[config.mk]
export PLATFORM = sky130hd
export DESIGN_NAME = unstripe_sched
export DESIGN_NICKNAME = d
export VERILOG_FILES = /design/src/rtl/unstripe_pkg.sv /design/src/rtl/lane_fifo.sv /design/src/rtl/unstripe_sched.sv
export SDC_FILE = /design/constraint.sdc
export NUM_CORES = 1
export LEC_CHECK = 0
export ABC_AREA = 0
export CAP_MARGIN = 20
export CORE_MARGIN = 3
export CORE_UTILIZATION = 52
export DETAILED_ROUTE_END_ITERATION = 12
export PLACE_DENSITY = 0.74
export SLEW_MARGIN = 30
export SYNTH_ARGS = -nofsm -noshare
export SYNTH_HDL_FRONTEND = slang
export SYNTH_HIERARCHICAL = 1
export SYNTH_SLANG_ARGS = --single-unit
export TNS_END_PERCENT = 1
[constraint.sdc]
create_clock -name clk_2f -period 3.4 [get_ports clk_2f]
set_input_delay 0.34 -clock clk_2f [delete_from_list [all_inputs] [get_ports clk_2f]]
set_output_delay 0.34 -clock clk_2f [all_outputs]
set_load 0.1 [all_outputs]
[src/rtl/unstripe_pkg.sv]
// Shared types and default sizing for the byte-unstriping scheduler.
package unstripe_pkg;

    localparam int unsigned DATA_W_DEF     = 8;
    localparam int unsigned FIFO_DEPTH_DEF = 4;
    localparam int unsigned MAX_SKEW_DEF   = 6;

    typedef enum logic [1:0] {
        ST_IDLE  = 2'd0,
        ST_ALIGN = 2'd1,
        ST_RUN   = 2'd2,
        ST_ERR   = 2'd3
    } state_t;

endpackage

[src/rtl/lane_fifo.sv]
// Per-lane synchronous FIFO with wrap-bit pointers; a push while full without a pop is dropped.
module lane_fifo #(
    parameter int unsigned DATA_W = 8,
    parameter int unsigned DEPTH  = 4,
    localparam int unsigned LW    = $clog2(DEPTH) + 1
) (
    input  logic              clk,
    input  logic              reset,
    input  logic              push,
    input  logic              pop,
    input  logic              flush,
    input  logic [DATA_W-1:0] din,
    output logic [DATA_W-1:0] dout,
    output logic              empty,
    output logic              full,
    output logic [LW-1:0]     level,
    output logic              ovf
);

    localparam int unsigned AW = $clog2(DEPTH);

    logic [LW-1:0]     wptr;
    logic [LW-1:0]     rptr;
    logic [DATA_W-1:0] mem [DEPTH];
    logic              do_push;
    logic              do_pop;

    assign level   = wptr - rptr;
    assign empty   = (level == '0);
    assign full    = (level == LW'(DEPTH));
    assign do_pop  = pop && !empty && !flush;
    // A pop frees the slot in the same cycle, so push+pop on a full FIFO is legal.
    assign do_push = push && !flush && (!full || do_pop);
    assign ovf     = push && full && !pop;
    assign dout    = mem[rptr[AW-1:0]];

    always_ff @(posedge clk) begin
        if (reset || flush) begin
            wptr <= '0;
            rptr <= '0;
        end else begin
            if (do_push) wptr <= wptr + LW'(1);
            if (do_pop)  rptr <= rptr + LW'(1);
        end
    end

    always_ff @(posedge clk) begin
        if (do_push) mem[wptr[AW-1:0]] <= din;
    end

endmodule

[src/rtl/unstripe_sched.sv]
// Two-lane unstriping scheduler: aligns lane FIFOs at burst start, then pops them
// alternately (lane 0 first) onto one byte stream, trapping skew and overflow errors.
module unstripe_sched
    import unstripe_pkg::*;
#(
    parameter int unsigned DATA_W     = DATA_W_DEF,
    parameter int unsigned FIFO_DEPTH = FIFO_DEPTH_DEF,
    parameter int unsigned MAX_SKEW   = MAX_SKEW_DEF,
    localparam int unsigned LW        = $clog2(FIFO_DEPTH) + 1
) (
    input  logic              clk_2f,
    input  logic              reset,
    input  logic [DATA_W-1:0] data_stripe_0,
    input  logic              valid_stripe_0,
    input  logic [DATA_W-1:0] data_stripe_1,
    input  logic              valid_stripe_1,
    input  logic              clear_err,
    output logic [DATA_W-1:0] data_demux,
    output logic              valid_demux,
    output logic              lane_sel,
    output logic              aligned,
    output logic              skew_err,
    output logic              ovf_err,
    output logic [LW-1:0]     level_0,
    output logic [LW-1:0]     level_1
);

    localparam int unsigned SW = $clog2(MAX_SKEW + 1);

    state_t            state;
    state_t            state_n;
    logic              lane_sel_n;
    logic [SW-1:0]     skew_cnt;
    logic [SW-1:0]     skew_cnt_n;
    logic [DATA_W-1:0] data_n;
    logic              valid_n;
    logic              skew_err_n;
    logic              ovf_err_n;

    logic              push_0;
    logic              push_1;
    logic              pop;
    logic              flush;
    logic [DATA_W-1:0] dout_0;
    logic [DATA_W-1:0] dout_1;
    logic              empty_0;
    logic              empty_1;
    logic              full_0;
    logic              full_1;
    logic              ovf_0;
    logic              ovf_1;
    logic              unused_full;

    // ERR drops pushes and flushes both lanes every cycle.
    assign flush  = (state == ST_ERR);
    assign push_0 = valid_stripe_0 && !flush;
    assign push_1 = valid_stripe_1 && !flush;
    assign pop    = (state == ST_RUN) && !(lane_sel ? empty_1 : empty_0);
    assign unused_full = full_0 ^ full_1;

    lane_fifo #(.DATA_W(DATA_W), .DEPTH(FIFO_DEPTH)) u_fifo_0 (
        .clk   (clk_2f),
        .reset (reset),
        .push  (push_0),
        .pop   (pop && !lane_sel),
        .flush (flush),
        .din   (data_stripe_0),
        .dout  (dout_0),
        .empty (empty_0),
        .full  (full_0),
        .level (level_0),
        .ovf   (ovf_0)
    );

    lane_fifo #(.DATA_W(DATA_W), .DEPTH(FIFO_DEPTH)) u_fifo_1 (
        .clk   (clk_2f),
        .reset (reset),
        .push  (push_1),
        .pop   (pop && lane_sel),
        .flush (flush),
        .din   (data_stripe_1),
        .dout  (dout_1),
        .empty (empty_1),
        .full  (full_1),
        .level (level_1),
        .ovf   (ovf_1)
    );

    // Next-state, scheduling and flag logic.
    always_comb begin
        state_n    = state;
        lane_sel_n = lane_sel;
        skew_cnt_n = skew_cnt;
        data_n     = data_demux;
        valid_n    = 1'b0;
        skew_err_n = skew_err;
        ovf_err_n  = ovf_err;

        case (state)
            ST_IDLE: begin
                if (push_0 || push_1 || !empty_0 || !empty_1) begin
                    state_n    = ST_ALIGN;
                    skew_cnt_n = '0;
                end
            end
            ST_ALIGN: begin
                if (!empty_0 && !empty_1) begin
                    state_n    = ST_RUN;
                    lane_sel_n = 1'b0;
                end else if (skew_cnt == SW'(MAX_SKEW)) begin
                    state_n    = ST_ERR;
                    skew_err_n = 1'b1;
                end else if (empty_0 != empty_1) begin
                    skew_cnt_n = skew_cnt + SW'(1);
                end
            end
            ST_RUN: begin
                if (pop) begin
                    data_n     = lane_sel ? dout_1 : dout_0;
                    valid_n    = 1'b1;
                    lane_sel_n = !lane_sel;
                    skew_cnt_n = '0;
                end else if (lane_sel) begin
                    // Lane 1 owes its byte for this stripe pair; bound the wait.
                    if (skew_cnt == SW'(MAX_SKEW)) begin
                        state_n    = ST_ERR;
                        skew_err_n = 1'b1;
                    end else begin
                        skew_cnt_n = skew_cnt + SW'(1);
                    end
                end else if (empty_0 && empty_1) begin
                    state_n = ST_IDLE;
                end
            end
            ST_ERR: begin
                if (clear_err) begin
                    state_n    = ST_IDLE;
                    skew_err_n = 1'b0;
                    ovf_err_n  = 1'b0;
                end
            end
            default: state_n = ST_IDLE;
        endcase

        // Overflow overrides any other transition and may coincide with a skew error.
        if (ovf_0 || ovf_1) begin
            state_n   = ST_ERR;
            ovf_err_n = 1'b1;
        end
    end

    always_ff @(posedge clk_2f) begin
        if (reset) begin
            state       <= ST_IDLE;
            lane_sel    <= 1'b0;
            skew_cnt    <= '0;
            data_demux  <= '0;
            valid_demux <= 1'b0;
            skew_err    <= 1'b0;
            ovf_err     <= 1'b0;
            aligned     <= 1'b0;
        end else begin
            state       <= state_n;
            lane_sel    <= lane_sel_n;
            skew_cnt    <= skew_cnt_n;
            data_demux  <= data_n;
            valid_demux <= valid_n;
            skew_err    <= skew_err_n;
            ovf_err     <= ovf_err_n;
            aligned     <= (state_n == ST_RUN);
        end
    end

endmodule

==> results.yml, run 1 <==
run_status:
  run_status: "completed"
clock_network:
  clk_path_buf_depth: 2
  cts_hold_buffers: 0
  htreeDepth: 3
  clock_latency_ns: 0.36
  clock_sinks: 98
  root_buffer: "clkbuf_8"
  cts_buffers: 9
  clk_pin_slew_ns: 0.10
  cts_tree: "built"
worst_setup_path:
  start_kind: "register"
  crit_slowest_cell: "xor3_4"
  crit_top_cell: "inv_1"
  critPathKind: "reg2reg"
  worstSetupEndpointType: "register"
  slowest_delay_ns: 0.42
  critPathBufInv: 2
  crit_path_cell_trace: "inv_1 > ha_1 > fa_1 > xor3_4 > nor2_4 > inv_1 > and2_2 > and3b_1 > and3_1 > nor2_1 > o21a_1 > or2_2 > a21oi_1"
  crit_arrival_ns: 3.49
  worstPathRequired_ns: 3.70
  worst-path-max-fanout: 8
  cp_top_family: "simple AND/OR/NAND/NOR gates"
power:
  ir_drop_uv: 293
  p_per_area_nw_per_um2: 469
  power_frac_seq_pct: 55.1
  power_switching_w: 0.000638
  swShare_pct: 26.3
  p_comb_share_pct: 12.8
  clock_power_share_pct: 32.1
  p_leak_nw: 1.90
  internal_power_w: 0.00179
detailed_routing:
  ant_nets: 0
  wl_per_cell_um: 17.7
  via_per_inst: 5.64
  drt-initial-drc-count: 303
  wl_mm: 8.39
  vias: 2680
  remaining_drc_errors: 0
  dr.pass1.iters: 6
grt:
  grt_pass1_wl_mm: 14.0
  grt-ovfl-total: 0
  antenna_found_initial: 0
  track_usage_pct: 18.6
  grt_max_degree: 19
  grt_pass1_vias: 2624
timing:
  hold_viol: 0
  worst_pin_slew_ns: 0.970
  relSlewSlack_pct: 35.1
  fin_tns_setup_ns: 0
  timing.fmax_mhz: 314
  final.setup_skew_ns: 0.00973
  fin_crit_sh_pct: 93.8
  setup_viol: 0
  slew_violations: 0
  rsz0062_at_grt: "no"
  whs_ns: 0.470
  min_period_ns: 3.19
placement:
  finalWeightedCongestion: 0.901
  hpwl_mm: 5.95
  placed_cells: 455
  io_buffers: 39
final_layout:
  nets: 412
  synthToLayoutAreaGrowth_pct: 17.2
  drive_above_1_share_pct: 19.0
  diodes: 0
  final_cell_count_no_fill: 475
floorplan:
  die_area_um2: 9620
  rows: 32
  core_area_um2: 7970
  fp.dieW_um: 98.1
  initial_utilization_pct: 55.3
  die_y_um: 98.1
  io_pins: 40
synth:
  synthCells: 318
  synth_nets: 362
  syn_avg_cell_area_um2: 13.9
  yosysWarnings: 6
  syn_area_um2: 4410
worst_hold_path:
  hold_class: "reg2reg"
job:
  drv_cap: 0
worst min-delay path, delay by kind of cell (launching register included):
| kind | cells | cell delay [ns] |
|---|---|---|
| DFF | 1 | 0.32 |
| AOI/OAI and AO/OA | 1 | 0.06 |
| and+or+nand+nor | 1 | 0.05 |
flip-flops by register name, summed over array words and instances, names as in the netlist, named ones only:
register / flops
skew_cnt: 3
u_fifo_0/rptr: 3
state: 2
skew_err: 1
u_fifo_0/mem: 32
u_fifo_1/wptr: 3
u_fifo_1/mem: 32
u_fifo_1/rptr: 3
u_fifo_0/wptr: 3
aligned: 1
valid_demux: 1
ovf_err: 1
lane_sel: 1
data_demux: 8
final timing paths:
kind | from | endpoint | slack, ns | depth (start not counted)
setup / recovery | u_fifo_0/wptr[0] | aligned | 0.21 | 13
hold / removal | ovf_err | ovf_err | 0.47 | 2
setup reg to reg | u_fifo_0/wptr[0] | aligned | 0.21 | 13
hold reg to reg | ovf_err | ovf_err | 0.47 | 2
power by group through the flow:
stage / registers, W / clock network [W] / logic, W
6_report: 0.00133 / 0.000778 / 0.000310
5_1_grt: 0.00134 / 0.000852 / 0.000343
4_1_cts: 0.00133 / 0.000797 / 0.000305
3_5_place_dp: 0.00136 / 0 / 0.000304
3_3_place_gp: 0.00136 / 0 / 0.000303
2_1_floorplan: 0.00136 / 0 / 0.000210
routing by layer:
metal	part of all wire, %	global-route usage (%)	vias up
met5	0	0	-
met4	1.4	7.03	0
met1	46	27.1	1286
met2	48	28.6	82
li1	-	-	1303
met3	4.6	2.79	9
stage by stage:
step	area [um^2]	util (%)	total power (W)	setup slack (ns)
finish	5170	64.9	0.00242	0.210
global route	5170	64.9	0.00253	0.0111
CTS	5130	64.4	0.00244	0.192
detailed placement	4930	61.9	0.00167	0.221
global placement	4930	61.9	0.00166	0.309
floorplan	4440	-	0.00157	0.0271
layout make-up:
class	instances	area (um^2)
Multi-Input combinational cell	195	1720
Clock inverter	7	81.3
Tap cell	102	128
Timing Repair Buffer	49	450
Clock buffer	9	124
Inverter	15	56.3
Fill cell	583	2800
Sequential cell	98	2600
cells in the final DEF, fill, tap and decap left out, types with 4 or more instances in the layout:
cell             count
clkbuf_8             9
nand2_1             31
nand2b_1             4
o21ai_0              6
buf_4               16
a222oi_1             8
ha_1                21
edfxtp_1            64
mux4_2              16
and2_1               6
clkdlybuf4s50_1     33
or3_1                4
nor3_1               4
inv_1               15
nor2_1              15
dfxtp_1             33
nor2b_1              4
mux2i_1             13
a21oi_1             12
timing repair:
action | in CTS | in global routing
gates resized for setup | 0 | 2
setup buffers | 0 | 4
endpoints found under the hold margin | 0 | 0
endpoints found under the setup margin | 0 | 1
Power figures use the tool's default switching activity.
==> run 2, diff against run 1 <==
CORE_UTILIZATION = 51   (was 52)
CTS_CLUSTER_SIZE = 30   (was unset)
PLACE_DENSITY = 0.73   (was 0.74)
SYNTH_HIERARCHICAL = unset   (was 1)
==> results.yml, run 2 <==
clock_network:
  clk_path_buf_depth: 2
  clk_pin_slew_ns: 0.09
  cts_resized: 0
  root_buffer: "clkbuf_8"
  cts_setup_buffers: 0
  clock_sinks: 98
  clock_latency_ns: 0.36
  htreeDepth: 3
  cts_tree: "built"
  cts_hold_buffers: 0
  cts_buffers: 9
timing:
  relSlewSlack_pct: 32.2
  fin_tns_setup_ns: 0
  fin_crit_sh_pct: 91.7
  final.setup_skew_ns: 0.0112
  worst_pin_slew_ns: 1.01
  min_period_ns: 3.12
  rsz0062_at_grt: "no"
  timing.fmax_mhz: 321
  setup_viol: 0
  hold_viol: 0
  slew_violations: 0
job:
  drv_cap: 0
worst_setup_path:
  reg2reg_depth: 11
  reg2reg_from: "u_fifo_1.wptr[0]"
  worstPathRequired_ns: 3.67
  worstReg2RegEnd: "skew_cnt[1]"
  critPathKind: "reg2reg"
  r2r_slack_ns: 0.28
  worst-path-max-fanout: 6
  worstSetupEndpointType: "register"
  start_kind: "register"
  endpoint: "skew_cnt[1]"
  crit_start: "u_fifo_1.wptr[0]"
  crit_arrival_ns: 3.39
floorplan:
  io_pins: 40
  core_area_um2: 7890
  die_area_um2: 9400
  die_y_um: 97.0
  rows: 32
  initial_utilization_pct: 53.5
  fp.dieW_um: 97.0
final_layout:
  nets: 388
  mostFrequentLayoutCell: "edfxtp_1"
  drive_above_1_share_pct: 13.4
  synthToLayoutAreaGrowth_pct: 16.0
  final_cell_mix: "edfxtp_1 (64), dfxtp_1 (34), clkdlybuf4s50_1 (33)"
  diodes: 0
  final_cell_count_no_fill: 452
  num-fill-cells: 617
synth:
  syn_area_um2: 4220
  synth_top_cell_by_area: "edfxtp_1"
  yosysMostFrequentCell: "edfxtp_1"
  yosysWarnings: 0
  synth_nets: 347
  ys_ff_latch: 98
  synth_ff_type: "edfxtp_1"
  synthTopCellsByArea: "edfxtp_1 (46%), dfxtp_1 (16%), mux4_2 (8.5%)"
  netlist_top_cells_count: "edfxtp_1 (64), dfxtp_1 (34), nor2_1 (27), inv_1 (21), ha_1 (20)"
  synth.top_cell.area_share_pct: 45.5
  synth-edff-count: 64
  syn_avg_cell_area_um2: 13.9
  ys_seq_area_share_pct: 61.7
  ys_types: 46
  synthCells: 304
  synth-async-reset-ratio_pct: 0
power:
  finalPower_w: 0.00236
  p_leak_nw: 1.72
  p_per_area_nw_per_um2: 483
  ir_drop_uv: 208
detailed_routing:
  drt-initial-drc-count: 170
  via_per_inst: 5.62
  wl_mm: 7.91
  vias: 2540
  remaining_drc_errors: 0
  dr.pass1.iters: 5
  ant_nets: 0
  wl_per_cell_um: 17.5
placement:
  io_buffers: 39
  finalWeightedCongestion: 0.927
  hpwl_mm: 5.75
  placed_cells: 436
grt:
  track_usage_pct: 18.1
  grt_pass1_wl_mm: 13.4
  grt_pass1_vias: 2588
  antenna_found_initial: 0
  grt-ovfl-total: 0
  grt_max_degree: 20
worst_hold_path:
  min_from: "ovf_err"
  hold_class: "reg2reg"
run_status:
  run_status: "completed"
## run 2: cell families (layout without fill, tap and decap cells)
group	count (synthesis)	after routing	synth area share (%)
simple gates	70	70	7.95
compound gates	52	52	8.81
flops	98	98	61.7
mux	17	17	8.78
buf+inv	35	81	3.17
xor+xnor	10	10	2.76
fa+ha+maj	22	22	6.88
## run 2: power breakdown
part | switching, W | leakage [nW] | internal (W)
registers | 0.0000219 | 0.863 | 0.00132
clock network | 0.000419 | 0.0941 | 0.000280
logic | 0.000206 | 0.768 | 0.000114
## run 2: worst min path at each step
stage          depth (start not counted)                  to
3_5_place_dp                           2             ovf_err
5_1_grt                                2             ovf_err
2_1_floorplan                          0  u_fifo_0.mem[0][0]
6_report                               2             ovf_err
4_1_cts                                2             ovf_err
3_3_place_gp                           2             ovf_err
## run 2: critical path, stage by stage (launching register included)
cell,delay [ns]
dfxtp_1,0.40
inv_1,0.10
ha_1,0.20
fa_1,0.56
and2_1,0.23
nand2_1,0.10
ha_1,0.22
a21oi_1,0.16
a21boi_0,0.11
a211o_1,0.34
or4_1,0.47
a21oi_1,0.16
## run 2: metrics by stage
step                      instance area (um^2)  hold slack [ns]  setup WS [ns]  utilization [%]
after floorplan                           4220            0.439          0.359                -
after global placement                    4700            0.455          0.440             59.6
after detailed placement                  4700            0.457          0.318             59.6
after CTS                                 4890            0.471          0.286             62.1
after global routing                      4890            0.506        0.00305             62.1
final                                     4890            0.466          0.281             62.1
## run 2: routing by layer
layer	vias to the layer above	global-route usage, %	routed length, um
li1	1230	-	-
met1	1217	24.3	3490
met2	87	28.9	3930
met3	6	4.90	435
met4	0	5.51	47
met5	-	0	0
## run 2: final cells by class
cell class                      count  area (um^2)  share of cell area [%]
Inverter                           22         85.1                    1.74
Clock buffer                        9          124                    2.53
Timing Repair Buffer               43          405                    8.28
Tap cell                          102          128                    2.61
Multi-Input combinational cell    171         1480                    30.3
Sequential cell                    98         2600                    53.2
Clock inverter                      7         66.3                    1.35
==> run 3, diff against run 2 <==
ABC_AREA = 1   (was 0)
CORE_UTILIZATION = 52   (was 51)
PLACE_DENSITY = 0.74   (was 0.73)
RECOVER_POWER = 50   (was unset)
SKIP_CTS_REPAIR_TIMING = 1   (was unset)
==> results.yml, run 3 <==
run_status:
  run_status: "completed"
synth:
  synth.top_cell.area_share_pct: 43.0
  synth-async-reset-ratio_pct: 0
  yosysMostFrequentCell: "nor2_1"
  synth_top_cell_by_area: "edfxtp_1"
  synthCells: 441
  yosysWarnings: 0
  syn_avg_cell_area_um2: 10.1
  synthTopCellsByArea: "edfxtp_1 (43%), dfxtp_1 (15%), nor2_1 (6.3%)"
  synth-edff-count: 64
  syn_area_um2: 4470
  ys_types: 36
  ys_ff_latch: 98
  synth_ff_type: "edfxtp_1"
  ys_seq_area_share_pct: 58.3
  synth_nets: 484
  netlist_top_cells_count: "nor2_1 (75), nand2_1 (65), edfxtp_1 (64), inv_1 (50), dfxtp_1 (34)"
worst_setup_path:
  reg2reg_depth: 12
  cp_top_family: "buffers and inverters"
  slowest_delay_ns: 0.86
  critPathBufInv: 3
  crit_slowest_cell: "clkbuf_1"
  crit_arrival_ns: 2.47
  worstSetupEndpointType: "primary output"
  crit_path_cell_trace: "inv_1 > ha_1 > fa_1 > inv_1 > clkbuf_1"
  worst-path-max-fanout: 5
  cp_num_cells: 5
  r2r_slack_ns: 0.68
  start_kind: "register"
  critPathKind: "reg2out"
  worstPathRequired_ns: 3.06
  crit_top_cell: "inv_1"
timing:
  fin_tns_setup_ns: 0
  fin_crit_sh_pct: 82.5
  worst_slack_ns: 0.594
  relSlewSlack_pct: 21.7
  rsz0062_at_grt: "no"
  setup_viol: 0
  worst_pin_slew_ns: 1.18
  timing.fmax_mhz: 356
  slew_violations: 0
  min_period_ns: 2.81
  hold_viol: 0
  final.setup_skew_ns: 0.0104
worst_hold_path:
  hold_class: "reg2reg"
  hold_depth: 2
job:
  drv_cap: 0
final_layout:
  diodes: 0
  num-fill-cells: 682
  final_cell_mix: "nor2_1 (75), nand2_1 (67), edfxtp_1 (64)"
  drive_above_1_share_pct: 8.45
  seq_area_um2: 2600
  mostFrequentLayoutCell: "nor2_1"
  nets: 523
  synthToLayoutAreaGrowth_pct: 13.6
  multi_input_area_um2: 1570
detailed_routing:
  drt-initial-drc-count: 179
  remaining_drc_errors: 0
  vias: 3101
  via_per_inst: 5.26
  wl_mm: 8.56
  wl_per_cell_um: 14.5
  dr.pass1.iters: 4
  ant_nets: 0
power:
  internal_power_w: 0.00171
  p_per_area_nw_per_um2: 470
  power_switching_w: 0.000678
  p_leak_nw: 2.05
  p_comb_share_pct: 13.8
  swShare_pct: 28.4
  power_frac_seq_pct: 56.7
  ir_drop_uv: 278
  clock_power_share_pct: 29.5
grt:
  grt_pass1_wl_mm: 14.4
  grt_pass1_vias: 3140
  antenna_found_initial: 0
  track_usage_pct: 18.5
  grt_max_degree: 19
  grt-ovfl-total: 0
placement:
  io_buffers: 39
  finalWeightedCongestion: 1.01
  post-place-ws_ns: 0.761
  hpwl_mm: 6.23
floorplan:
  die_area_um2: 9740
  die_y_um: 98.7
  io_pins: 40
  fp.dieW_um: 98.7
  rows: 33
  initial_utilization_pct: 54.1
  core_area_um2: 8260
clock_network:
  cts_tree: "built"
  clock_sinks: 98
  htreeDepth: 3
  clk_pin_slew_ns: 0.10
  clock_latency_ns: 0.36
  root_buffer: "clkbuf_8"
  cts_buffers: 9
  clk_path_buf_depth: 2
[run 3: cell count changes after synthesis, sizes merged, moves of 6 or more]
| cell | delta |
|---|---|
| inv | +34 |
| a222oi | -8 |
| a31oi | +6 |
| o32ai | +14 |
| nand2 | +61 |
| xnor2 | -6 |
| o21ai | +29 |
| and2 | -11 |
| nand3 | +8 |
| nor2 | +51 |
| mux4 | -16 |
[run 3: final timing paths]
| path | start | to |
|---|---|---|
| worst max-delay path | u_fifo_1.wptr[0] | level_1[1] |
| worst min-delay path | data_demux[4] | data_demux[4] |
| worst max register to register | u_fifo_1.wptr[0] | u_fifo_1.mem[2][0] |
| worst min register to register | data_demux[4] | data_demux[4] |
[run 3: power groups by stage]
stage / Combinational, W / Clock, W / Sequential [W]
6_report: 0.000330 / 0.000704 / 0.00135
3_5_place_dp: 0.000345 / 0 / 0.00138
4_1_cts: 0.000346 / 0.000721 / 0.00135
3_3_place_gp: 0.000337 / 0 / 0.00138
2_1_floorplan: 0.000231 / 0 / 0.00139
5_1_grt: 0.000368 / 0.000767 / 0.00136
[run 3: worst register-to-register path: cells and delay by family, from the launching register on]
kind / cells / cell delay [ns]
buffers and inverters: 3 / 0.26
adder cells (fa/ha/maj): 2 / 0.59
flip-flops: 1 / 0.38
AND/OR/NAND/NOR: 7 / 1.15
[run 3: kinds of logic (layout without fill, tap and decap cells)]
| kind of cell | Yosys count | after routing | share of synthesized area, % |
|---|---|---|---|
| AO/OA/AOI/OAI | 78 | 78 | 11.1 |
| adder cells (fa/ha/maj) | 22 | 22 | 6.50 |
| buffers and inverters | 69 | 113 | 6.28 |
| flip-flops | 98 | 98 | 58.3 |
| AND/OR/NAND/NOR | 174 | 174 | 17.8 |
[run 3: cell type report]
cell class,count,area share (%)
Sequential cell,98,51.3
Multi-Input combinational cell,274,30.9
Timing Repair Buffer,41,7.40
Inverter,56,4.14
Tap cell,105,2.59
Clock buffer,9,2.44
Clock inverter,7,1.23
[run 3: stage by stage]
stage / std cells / total power, W / area, um^2 / hold WS [ns] / util [%]
4_1_cts: 590 / 0.00242 / 5100 / 0.482 / 61.8
3_3_place_gp: 574 / 0.00171 / 4920 / 0.464 / 59.5
2_1_floorplan: 441 / 0.00162 / 4470 / 0.416 / -
6_report: 590 / 0.00239 / 5070 / 0.481 / 61.4
5_1_grt: 590 / 0.00249 / 5070 / 0.501 / 61.4
3_5_place_dp: 574 / 0.00172 / 4920 / 0.468 / 59.5
[run 3: metal layers]
layer	GRT usage, %	up-vias	routed length [um]
met1	23.4	1455	3720
met4	5.78	0	133
li1	-	1567	-
met5	0	-	0
met2	31.4	69	4350
met3	4.46	10	353
